--- config.mk ---
export PLATFORM = sky130hd
export DESIGN_NAME = mul_sequencer_flat
export DESIGN_NICKNAME = d
export VERILOG_FILES = /design/src/rtl/mul_sequencer_if.sv /design/src/rtl/mul_sequencer.sv /design/src/flat_wrapper.sv
export SDC_FILE = /design/constraint.sdc
export NUM_CORES = 1
export LEC_CHECK = 0
export ABC_AREA = 1
export BUFFER_PORTS_ARGS = -buffer_cell sky130_fd_sc_hd__buf_2
export CELL_PAD_IN_SITES_DETAIL_PLACEMENT = 0
export CELL_PAD_IN_SITES_GLOBAL_PLACEMENT = 1
export CORE_ASPECT_RATIO = 0.6
export CORE_MARGIN = 2
export CORE_UTILIZATION = 43
export CTS_CLUSTER_SIZE = 40
export DETAILED_ROUTE_END_ITERATION = 10
export GPL_ROUTABILITY_DRIVEN = 0
export HOLD_SLACK_MARGIN = 0.05
export MAX_ROUTING_LAYER = met4
export PLACE_DENSITY_LB_ADDON = 0.12
export SLEW_MARGIN = 15
export SYNTH_ARGS = -nofsm -noshare
export SYNTH_HDL_FRONTEND = slang
export SYNTH_SLANG_ARGS = --single-unit
--- constraint.sdc ---
create_clock -name clk -period 2.86 [get_ports clk]
set_input_delay 0.429 -clock clk [delete_from_list [all_inputs] [get_ports clk]]
set_output_delay 0.429 -clock clk [all_outputs]
set_load 0.02 [all_outputs]
--- src/rtl/mul_sequencer_if.sv ---
// Request/response bundle between the core control FSM and the iterative
// multiplier. The requester pulses start with its operands; the sequencer
// reports busy, a one-cycle done pulse, the product halves, the {N,Z} flags
// and its FSM state for debug.
interface mul_sequencer_if #(
    parameter int WIDTH = 32
);
    logic             start;
    logic             is_signed;
    logic             is_long;
    logic [WIDTH-1:0] srca;
    logic [WIDTH-1:0] srcb;
    logic             busy;
    logic             done;
    logic [WIDTH-1:0] result_lo;
    logic [WIDTH-1:0] result_hi;
    logic [1:0]       mul_nz;
    logic [1:0]       state;

    // Handshake: start is sampled only while the sequencer is idle or
    // finishing; operands are captured at that same edge. done is a single
    // cycle pulse and the results stay stable afterwards until the next
    // operation completes.
    modport master (
        output start, is_signed, is_long, srca, srcb,
        input  busy, done, result_lo, result_hi, mul_nz, state
    );

    modport slave (
        input  start, is_signed, is_long, srca, srcb,
        output busy, done, result_lo, result_hi, mul_nz, state
    );
endinterface

--- src/rtl/mul_sequencer.sv ---
// Iterative radix-2 shift-add multiplier for MUL, UMULL and SMULL.
// Signed operands are reduced to magnitudes, multiplied unsigned over WIDTH
// iterations, then the sign is re-applied in one extra cycle. busy and done
// are registered from the FSM state, so they trail the state by one cycle:
// done rises WIDTH+2 edges after the start edge.
module mul_sequencer #(
    parameter int WIDTH = 32
) (
    input logic           clk,
    input logic           reset,
    mul_sequencer_if.slave bus
);
    localparam int CW = $clog2(WIDTH);

    typedef enum logic [1:0] {
        IDLE = 2'd0,
        RUN  = 2'd1,
        SIGN = 2'd2,
        DONE = 2'd3
    } state_t;

    state_t           st;
    logic [CW-1:0]    count;
    logic [WIDTH-1:0] acc_hi;
    logic [WIDTH-1:0] mplier;
    logic [WIDTH-1:0] mcand;
    logic             neg;
    logic             long_op;

    logic [WIDTH:0]     sum;
    logic [2*WIDTH-1:0] prod;
    logic [WIDTH-1:0]   abs_a;
    logic [WIDTH-1:0]   abs_b;
    logic               accept;

    assign bus.state = st;

    // Operand magnitudes, the iteration adder and the sign-corrected product.
    always_comb begin
        abs_a  = bus.srca;
        abs_b  = bus.srcb;
        sum    = {1'b0, acc_hi};
        prod   = {acc_hi, mplier};
        accept = bus.start && (st == IDLE || st == DONE);
        if (bus.is_signed && bus.srca[WIDTH-1]) abs_a = -bus.srca;
        if (bus.is_signed && bus.srcb[WIDTH-1]) abs_b = -bus.srcb;
        if (mplier[0]) sum = {1'b0, acc_hi} + {1'b0, mcand};
        if (neg) prod = -{acc_hi, mplier};
    end

    // Control FSM with datapath and registered outputs.
    always_ff @(posedge clk or negedge reset) begin
        if (!reset) begin
            st            <= IDLE;
            count         <= '0;
            acc_hi        <= '0;
            mplier        <= '0;
            mcand         <= '0;
            neg           <= 1'b0;
            long_op       <= 1'b0;
            bus.busy      <= 1'b0;
            bus.done      <= 1'b0;
            bus.result_lo <= '0;
            bus.result_hi <= '0;
            bus.mul_nz    <= 2'b00;
        end else begin
            bus.busy <= (st == RUN) || (st == SIGN);
            bus.done <= (st == DONE);
            case (st)
                IDLE, DONE: begin
                    if (accept) begin
                        neg     <= bus.is_signed & (bus.srca[WIDTH-1] ^ bus.srcb[WIDTH-1]);
                        long_op <= bus.is_long;
                        mcand   <= abs_a;
                        mplier  <= abs_b;
                        acc_hi  <= '0;
                        count   <= '0;
                        st      <= RUN;
                    end else begin
                        st <= IDLE;
                    end
                end
                RUN: begin
                    // {carry, acc_hi, mplier} shifts right by one.
                    acc_hi <= sum[WIDTH:1];
                    mplier <= {sum[0], mplier[WIDTH-1:1]};
                    count  <= count + 1'b1;
                    if (count == CW'(WIDTH - 1)) st <= SIGN;
                end
                SIGN: begin
                    bus.result_lo <= prod[WIDTH-1:0];
                    bus.result_hi <= prod[2*WIDTH-1:WIDTH];
                    if (long_op)
                        bus.mul_nz <= {prod[2*WIDTH-1], prod == '0};
                    else
                        bus.mul_nz <= {prod[WIDTH-1], prod[WIDTH-1:0] == '0};
                    st <= DONE;
                end
                default: st <= IDLE;
            endcase
        end
    end
endmodule
--- src/flat_wrapper.sv ---
// flat-port wrapper written by rule: the top's interface ports become plain ports
module mul_sequencer_flat 
#(
    parameter int WIDTH = 32
)
  (clk, reset, bus_start, bus_is_signed, bus_is_long, bus_srca, bus_srcb, bus_busy, bus_done, bus_result_lo, bus_result_hi, bus_mul_nz, bus_state);
  mul_sequencer_if #(.WIDTH(WIDTH)) bus_i ();
  input logic clk;
  input logic reset;
  input wire logic [$bits(bus_i.start)-1:0] bus_start;
  input wire logic [$bits(bus_i.is_signed)-1:0] bus_is_signed;
  input wire logic [$bits(bus_i.is_long)-1:0] bus_is_long;
  input wire logic [$bits(bus_i.srca)-1:0] bus_srca;
  input wire logic [$bits(bus_i.srcb)-1:0] bus_srcb;
  output wire logic [$bits(bus_i.busy)-1:0] bus_busy;
  output wire logic [$bits(bus_i.done)-1:0] bus_done;
  output wire logic [$bits(bus_i.result_lo)-1:0] bus_result_lo;
  output wire logic [$bits(bus_i.result_hi)-1:0] bus_result_hi;
  output wire logic [$bits(bus_i.mul_nz)-1:0] bus_mul_nz;
  output wire logic [$bits(bus_i.state)-1:0] bus_state;
  assign bus_i.start = bus_start;
  assign bus_i.is_signed = bus_is_signed;
  assign bus_i.is_long = bus_is_long;
  assign bus_i.srca = bus_srca;
  assign bus_i.srcb = bus_srcb;
  assign bus_busy = bus_i.busy;
  assign bus_done = bus_i.done;
  assign bus_result_lo = bus_i.result_lo;
  assign bus_result_hi = bus_i.result_hi;
  assign bus_mul_nz = bus_i.mul_nz;
  assign bus_state = bus_i.state;
  mul_sequencer #(.WIDTH(WIDTH)) u_core (.clk(clk), .reset(reset), .bus(bus_i));
endmodule
==> results.cfg <==
[status]
status = finished, final reports clean

[yosys]
synth_commonest_cells = 536 x nand2_1, 269 x nor2_1, 181 x o21ai_0
synth_edf_count = 0
synth_top_cell_area_share = 0.342
synth_xor_area_frac = 0.0519
ys_seq_area_frac = 0.342
synth_seq_cells = 173
synthSimpleGateAreaFrac = 0.321
synth_area_leaders = dfrtp_1 34%, nand2_1 16%, nor2_1 8.0%
async_reset_ff_frac = 1.00
synth_top_family_by_area = simple AND/OR/NAND/NOR gates
yosysWarnings = 0
yosysMostFrequentCell = nand2_1
syn_area_sq_um = 12600
ys.flop_type = dfrtp_1
syn-num-nets = 2009
synth_compound_area_frac = 0.172
synthesis.instances = 1898
synthAdderAreaFrac = 0.0421
synth_mux_area_frac = 0
yosysUniqueCellTypes = 53
synth_area_per_cell_sq_um = 6.66
synth_area_leader_cell = dfrtp_1

[timing]
slew_violations = 0
min_period_ns = 2.64
worst_slack_ns = 0.218
rsz0062_at_grt = false
tightest_slew_ns = 0.742
setup_violations = 0
max_slew_margin = 0.506
hold_violations = 0
fin_setup_tns_ns = 0
period_share = 0.924
fmax_mhz = 379
fin_worst_skew_ns = 0.0132

[final_layout]
syn2layout_area_growth_pct = 14.2
final_area_sq_um = 14400
final_nets = 2137
instances_no_fill = 2413
drive_gt1_frac = 0.117
n_antenna_cell = 0
fin_util = 0.501
fillCellCount = 2961

[routing]
drt_iter0_markers = 1513
wl_met2_um = 14600
drt_first_pass_iters = 5
dr.max_layer_used = met4
wire_per_inst_um = 18.7
drc = 0
drt-total-wl_um = 45200
final_antenna_net_count = 0
met1_length_um = 24800
route.met3.wl_um = 5470
vias_per_cell = 5.39
vias = 13000

[global_routing]
grt_pass1_wl_um = 68400
first_global_vias = 11300
antenna_found_initial = 0
grt_start_max_net_pins = 76
grt_usage = 0.306
grt-ovfl-total = 0

[setup_path]
cp.required_ns = 3.17
cp.arrival_ns = 2.95
critPathLaunchType = register
cp-end-kind = register
path_class = register to register
rrSetupSlack_ns = 0.22
critical_path.max_fanout = 5

[job]
max_cap_viol_count = 0

[clock_network]
clk_pin_slew_ns = 0.08
clockBufferDepth = 2
cts_tree = done
post-cts-setup-buffers = 0
root_buffer = clkbuf_16
clk_latency_ns = 0.45
cts_inserted_buffers = 17
clkSinkCount = 173
h-tree-depth = 4

[placement]
io_buffers = 138
pre_cts_ws_ns = 0.208
placed_area_sq_um = 13800
hpwl_um = 36300
place_inst = 2381

[floorplan]
die_area_sq_um = 30900
std_cell_rows = 48
start_util = 0.439
die_y_um = 137
io_pins = 139
die_w_um = 225
core_area_sq_um = 28800

[power_and_ir_drop]
vdd_drop_max_v = 0.000696
p_per_area_nw_per_um2 = 1290
p_leak_nw = 7.17

[worst_hold_path]
holdCritPathClass = primary input to register
worst max-delay path, cell delays in order, from the launching register on:
cell and delay, ns:
dfrtp_1 0.44, ha_1 0.21, inv_1 0.06, fa_1 0.37, inv_1 0.08, nand3_1 0.10, nand2_1 0.11, a21boi_0 0.15
o21ai_2 0.23, nand2_1 0.12, nand2_1 0.12, nand4_1 0.11, nand3_1 0.09, nand2_1 0.05, o21ai_0 0.14, o21ai_0 0.09
per-stage QoR:
step | total power [W] | hold WS (ns)
detailed placement | 0.0158 | 0.440
finish | 0.0186 | 0.230
CTS | 0.0183 | 0.212
global placement | 0.0158 | 0.436
floorplan | 0.0121 | 0.133
global route | 0.0202 | 0.219
kinds of logic after synthesis:
group	Yosys count
xor+xnor	75
compound gates	386
simple gates	987
fa+ha+maj	42
flops	173
buf+inv	235
final timing paths:
check | start | endpoint | depth (start not counted)
worst max-delay path | u_core.acc_hi[0] | u_core.acc_hi[29] | 15
worst min-delay path | bus_is_long | u_core.long_op | 3
worst max register to register | u_core.acc_hi[0] | u_core.acc_hi[29] | 15
worst min register to register | u_core.bus.result_lo[27] | u_core.bus.result_lo[27] | 2
max in group asynchronous | reset | u_core.acc_hi[20] | 3
min in group asynchronous | reset | u_core.mcand[10] | 2
flip-flops by register name, indices dropped and copies added (netlist names):
register and count:
u_core.acc_hi 32, u_core.bus.result_hi 32, u_core.bus.result_lo 32, u_core.mcand 32
u_core.mplier 32, u_core.count 5, u_core.bus.mul_nz 2, u_core.bus.state 2
u_core.bus.busy 1, u_core.bus.done 1, u_core.long_op 1, u_core.neg 1
report_power, final:
part           internal, W  leakage, nW  switching, W
registers          0.00361         2.16       0.00123
clock network      0.00138        0.284       0.00106
logic              0.00346         4.72       0.00785
total              0.00844         7.17        0.0101
metal layers:
metal	global-route usage	up-vias
met5	-	-
met2	0.324	641
met4	0.0530	0
li1	-	6501
met1	0.514	5840
met3	0.101	26
repair_timing:
action                                 4_1_cts  5_1_grt
gates resized for setup                      0        1
endpoints found under the hold margin       53        0
setup endpoints to repair                    0        2
hold buffers                                 1        0
layout by cell type, fill, tap and decap left out, drive strengths merged, types with 31 or more instances in the layout:
master | Yosys | final
inv | 170 | 172
a31oi | 31 | 31
o21ai | 199 | 199
ha | 41 | 41
buf | 12 | 170
nand3 | 98 | 98
a21oi | 93 | 93
nor2 | 277 | 277
xor2 | 65 | 65
nand2 | 544 | 544
dfrtp | 173 | 173
area by class of cell:
| type | count | area (sq um) | area share |
|---|---|---|---|
| multi-input combinational | 1490 | 7440 | 0.515 |
| inverter | 173 | 649 | 0.0450 |
| clock inverter | 13 | 165 | 0.0114 |
| timing repair buffer | 171 | 960 | 0.0665 |
| tap | 375 | 469 | 0.0325 |
| clock buffer | 18 | 429 | 0.0297 |
| sequential | 173 | 4330 | 0.300 |
Power figures use the tool's default switching activity.
